## src/rtl/int_sequencer.sv

```systemverilog
// rtl/int_sequencer.sv - interrupt sequencer: arbitrate, drain, redirect to handler, return on mret.
// Define INT_VECTORED_EN for per-source handler vectors (VEC_BASE + cause*4).
module int_sequencer #(
  parameter int          NUM_IRQ      = 8,
  parameter logic [31:0] VEC_BASE     = 32'h0000_0100,
  parameter int          PAUSE_CYCLES = 2
) (
  input  logic               clk,
  input  logic               clr_n,
  input  logic [NUM_IRQ-1:0] irq_in,
  input  logic [NUM_IRQ-1:0] irq_mask,
  input  logic               glb_en,
  input  logic               branch_pending,
  input  logic [31:0]        pc_resume,
  input  logic               mret,
  output logic               int_set_pl_pause,
  output logic               int_flag,
  output logic [31:0]        int_pc,
  output logic [NUM_IRQ-1:0] int_ack,
  output logic [31:0]        epc,
  output logic [4:0]         cause,
  output logic               in_handler
);

  typedef enum logic [2:0] {
    S_IDLE,
    S_DRAIN,
    S_TAKE,
    S_HANDLER,
    S_RETURN
  } state_t;

  state_t             state;
  logic [3:0]         drain_cnt;
  logic [NUM_IRQ-1:0] pending;
  logic [4:0]         win_idx;
  logic               src_live;
  logic [NUM_IRQ-1:0] ack_vec;
  logic [31:0]        take_pc;

  assign pending = irq_in & irq_mask & {NUM_IRQ{glb_en}};

  // Descending scan so the lowest set index is the last assignment to stick.
  always_comb begin
    win_idx = 5'd0;
    for (int i = NUM_IRQ - 1; i >= 0; i--) begin
      if (pending[i]) win_idx = 5'(i);
    end
  end

  always_comb begin
    src_live = 1'b0;
    ack_vec  = '0;
    for (int i = 0; i < NUM_IRQ; i++) begin
      if (cause == 5'(i)) begin
        src_live   = pending[i];
        ack_vec[i] = 1'b1;
      end
    end
  end

`ifdef INT_VECTORED_EN
  assign take_pc = VEC_BASE + {25'd0, cause, 2'b00};
`else
  assign take_pc = VEC_BASE;
`endif

  always_ff @(posedge clk or negedge clr_n) begin
    if (!clr_n) begin
      state            <= S_IDLE;
      drain_cnt        <= 4'd0;
      int_set_pl_pause <= 1'b0;
      int_flag         <= 1'b0;
      int_pc           <= 32'd0;
      int_ack          <= '0;
      epc              <= 32'd0;
      cause            <= 5'd0;
      in_handler       <= 1'b0;
    end else begin
      int_flag <= 1'b0;
      int_ack  <= '0;
      case (state)
        S_IDLE: begin
          // A resolving branch owns the redirect this cycle; pc_resume is not yet final.
          if ((|pending) && !branch_pending) begin
            cause            <= win_idx;
            epc              <= pc_resume;
            drain_cnt        <= 4'(PAUSE_CYCLES - 1);
            int_set_pl_pause <= 1'b1;
            state            <= S_DRAIN;
          end
        end
        S_DRAIN: begin
          if (!src_live) begin
            int_set_pl_pause <= 1'b0;
            state            <= S_IDLE;
          end else if (drain_cnt == 4'd0) begin
            int_set_pl_pause <= 1'b0;
            int_flag         <= 1'b1;
            int_ack          <= ack_vec;
            int_pc           <= take_pc;
            state            <= S_TAKE;
          end else begin
            drain_cnt <= drain_cnt - 4'd1;
          end
        end
        S_TAKE: begin
          in_handler <= 1'b1;
          state      <= S_HANDLER;
        end
        S_HANDLER: begin
          if (mret) begin
            in_handler <= 1'b0;
            int_flag   <= 1'b1;
            int_pc     <= epc;
            state      <= S_RETURN;
          end
        end
        S_RETURN: begin
          state <= S_IDLE;
        end
        default: begin
          state <= S_IDLE;
        end
      endcase
    end
  end

endmodule

```

## config.mk

```make
export PLATFORM = sky130hd
export DESIGN_NAME = int_sequencer
export DESIGN_NICKNAME = d
export VERILOG_FILES = /design/src/rtl/int_sequencer.sv
export SDC_FILE = /design/constraint.sdc
export NUM_CORES = 1
export LEC_CHECK = 0
export CAP_MARGIN = 20
export CORE_MARGIN = 5
export CORE_UTILIZATION = 44
export DETAILED_ROUTE_END_ITERATION = 10
export GPL_TIMING_DRIVEN = 0
export PLACE_DENSITY = 0.86
export REMOVE_ABC_BUFFERS = 1
export SLEW_MARGIN = 20
export SYNTH_ARGS = -nofsm -noshare
export SYNTH_HDL_FRONTEND = slang
export SYNTH_SLANG_ARGS = --single-unit
export TNS_END_PERCENT = 1
```

## constraint.sdc

```tcl
create_clock -name clk -period 2.3 [get_ports clk]
set_clock_uncertainty 0.05 [all_clocks]
set_input_delay 0.345 -clock clk [delete_from_list [all_inputs] [get_ports clk]]
set_output_delay 0.345 -clock clk [all_outputs]
set_load 0.005 [all_outputs]
```

==> flow_metrics.env <==
export IMPL_reg2reg_depth=6
export IMPL_grt_setup_unrepaired="no"
export IMPL_critPathMaxStageDelay_ps=610
export IMPL_fin_cells=516
export IMPL_start_util_pct=45.34
export IMPL_placed_cells=497
export IMPL_place_congestion=0.8321
export IMPL_ir_drop_mv=0.6477
export IMPL_num_antenna_cells=0
export IMPL_wl_per_cell_um=17.39
export IMPL_maxSlewHeadroom_pct=58.20
export IMPL_grt_max_degree=59
export IMPL_status="completed"
export IMPL_crit_slowest_cell="a21oi_4"
export IMPL_drtAntennaViolNets=0
export IMPL_critical_path_top_delay_family="compound AO/OA/AOI/OAI gates"
export IMPL_critical_path_arrival_ps=2420
export IMPL_placementRows=32
export IMPL_dr_pass1_iters=4
export IMPL_path_class="register to register"
export IMPL_layout_drive_gt1_share_pct=14.01
export IMPL_core_area_mm2=0.007767
export IMPL_cts_max_level=3
export IMPL_worst_pin_slew_ps=625.6
export IMPL_synth_top_area_share_pct=60.39
export IMPL_nets=465
export IMPL_routed_wl_um=8974
export IMPL_drt_iter0_markers=105
export IMPL_grt_total_usage_pct=18.67
export IMPL_cts_tree="yes"
export IMPL_setup_violations=0
export IMPL_port_buffers=130
export IMPL_cp_max_fo=16
export IMPL_cts_buffers=9
export IMPL_rrSetupSlack_ps=100
export IMPL_drc=0
export IMPL_overflow=0
export IMPL_clock_latency_ps=330
export IMPL_areaGrowthSynthToFinish_pct=46.39
export IMPL_powerDensity_mw_per_mm2=1205
export IMPL_hold_ws_ps=433.6
export IMPL_ys_seq_area_share_pct=60.39
export IMPL_final_area_mm2=0.005156
export IMPL_fin_crit_ps=2196
export IMPL_synthArstFlopShare_pct=100.0
export IMPL_cts_buffer_depth=2
export IMPL_power_mw=6.212
export IMPL_hp_class="primary input to asynchronous set/reset pin"
export IMPL_path_buf_inv=0
export IMPL_cp_end_kind="register"
export IMPL_path_cells="nand3b_1 -> a21oi_1 -> o21ai_0 -> nand3_2 -> a21oi_4 -> a22o_1"
export IMPL_syn_cell_area_mm2=0.003522
export IMPL_fillers=598
export IMPL_ios=133
export IMPL_synth_edf_count=0
export IMPL_cp_required_ps=2530
export IMPL_ys_ff_latch=85
export IMPL_ys_warn_count=0
export IMPL_routed_via_count=2759
export IMPL_dp_hpwl_um=6303
export IMPL_grt_pass1_wl_um=14750
export IMPL_fp_dieArea_mm2=0.009894
export IMPL_antenna_found_initial=0
export IMPL_fin_crit_sh_pct=95.48
export IMPL_r2r_start="cause[1]$_DFFE_PN0P_"
export IMPL_cts_sinks=85
export IMPL_routed_via_density=5.347
export IMPL_reg2reg_to="int_pc[27]$_DFFE_PN0P_"
export IMPL_first_global_vias=2871
export IMPL_clkTransAtPathRegs_ps=80
export IMPL_finalMaxSlewViolations=0
export IMPL_yosysMostFrequentCell="dfrtp_1"
export IMPL_final_util_pct=66.38
export IMPL_synth_avg_cell_area_um2=12.81
export IMPL_yosysTopAreaCell="dfrtp_1"
export IMPL_yosys_top_cells_count="dfrtp_1 (85), a22o_1 (31), mux2_2 (28)"
export IMPL_startpoint_type="register"
export IMPL_placed_cell_area_mm2=0.004943
export IMPL_p_leak_nw=2.252
export IMPL_die_h_um=99.47
export IMPL_synth_ff_type="dfrtp_1"
export IMPL_fmax_mhz=455.4
export IMPL_die_x_um=99.47
export IMPL_syn_inst=275
export IMPL_ys_types=39
export IMPL_synthTopCellsByArea="dfrtp_1 (60%), mux2_2 (9.0%), a22o_1 (7.7%)"
export IMPL_drv_cap=0
export IMPL_root_buffer="clkbuf_8"
export IMPL_hold_viol=0
## where the power goes
group	total [mW]	internal, mW	switching (mW)
clock	0.908	0.413	0.495
sequential	2.64	2.13	0.509
combinational	2.67	1.73	0.935
total	6.21	4.27	1.94
## final cells by class
class / count / area, µm² / share of cell area (%)
clock buffers: 11 / 141.4 / 2.742
well taps: 102 / 127.6 / 2.475
multi-input cells: 167 / 1259 / 24.41
clock inverters: 4 / 25.02 / 0.4853
inverters: 10 / 37.54 / 0.7280
flip-flops and latches: 85 / 2130 / 41.30
repair buffers: 137 / 1436 / 27.86
## layout by cell type (no fill, tap or decap), types with 2 or more instances in the layout
| master | instances |
|---|---|
| inv_1 | 10 |
| nand2_1 | 24 |
| buf_16 | 4 |
| clkbuf_8 | 10 |
| nor2_1 | 15 |
| mux2_2 | 28 |
| ha_1 | 2 |
| dfrtp_1 | 83 |
| nand2b_1 | 6 |
| nand3_1 | 7 |
| conb_1 | 2 |
| mux2i_1 | 4 |
| a21oi_1 | 8 |
| nand4b_1 | 2 |
| clkinv_2 | 2 |
| clkinvlp_4 | 2 |
| nor3_1 | 4 |
| clkdlybuf4s50_1 | 128 |
| nand3b_1 | 2 |
| a22o_1 | 31 |
| a21oi_4 | 2 |
| nand4_1 | 3 |
| dfrtp_2 | 2 |
| mux2_1 | 4 |
| buf_4 | 3 |
| a32o_1 | 2 |
| o21ai_0 | 5 |
## sequential cells by signal, summed over array words and instances (netlist names), 3 cells and up
signal / cells
cause: 3
drain_cnt: 4
epc: 32
int_ack: 8
int_pc: 32
state: 3
## kinds of logic (layout without fill, tap and decap cells)
| family | after synthesis | count (layout) | synth area share [%] |
|---|---|---|---|
| muxes | 36 | 36 | 11.37 |
| adders and majority gates | 2 | 2 | 0.7104 |
| AOI/OAI and AO/OA | 58 | 59 | 13.43 |
| DFF | 85 | 85 | 60.39 |
| other | 1 | 2 | 0.1065 |
| buffers and inverters | 25 | 162 | 4.654 |
| and+or+nand+nor | 68 | 68 | 9.343 |
## stage by stage
stage               TNS, ps  setup WS, ps
floorplan             -3976        -125.6
global placement    -249790         -2041
detailed placement   -20670        -748.2
CTS                  -114.2        -114.2
global route              0         11.06
finish                    0         104.0
## worst reg2reg max path: cells and delay by family, from the launching register on
family / cells / cell delay (ps)
AOI/OAI and AO/OA: 4 / 1120
DFF: 1 / 530
and+or+nand+nor: 2 / 440
## timing repair
item,4_1_cts,5_1_grt
resized for setup,2,2
setup buffers,0,2
endpoints found under the setup margin,33,33
endpoints found under the hold margin,27,0
gates cloned,1,0
hold buffers,1,0
pin swaps,1,1
## how the worst max path moves through the flow
stage                         start                      to  slack [ps]  cells past startpoint
4_1_cts                      glb_en   int_pc[8]$_DFFE_PN0P_        -110                      8
5_1_grt        cause[1]$_DFFE_PN0P_  int_pc[16]$_DFFE_PN0P_          10                      6
3_3_place_gp                  clr_n     epc[15]$_DFFE_PN0P_       -2040                      1
6_report       cause[1]$_DFFE_PN0P_  int_pc[27]$_DFFE_PN0P_         100                      6
3_5_place_dp                 glb_en   int_pc[8]$_DFFE_PN0P_        -750                      8
2_1_floorplan  state[2]$_DFFE_PN0P_   int_pc[0]$_DFFE_PN0P_        -130                      5
## per-layer routing
| metal | routed length, µm | vias up | GRT usage (%) | part of all wire, % |
|---|---|---|---|---|
| met2 | 4374 | 106 | 30.37 | 49 |
| met3 | 786 | 8 | 7.504 | 8.8 |
| met1 | 3739 | 1386 | 23.18 | 42 |
| li1 | - | 1259 | - | - |
| met5 | 0 | - | 0 | 0 |
| met4 | 73 | 0 | 5.042 | 0.81 |
No activity file was read; power rests on OpenSTA's default activity.
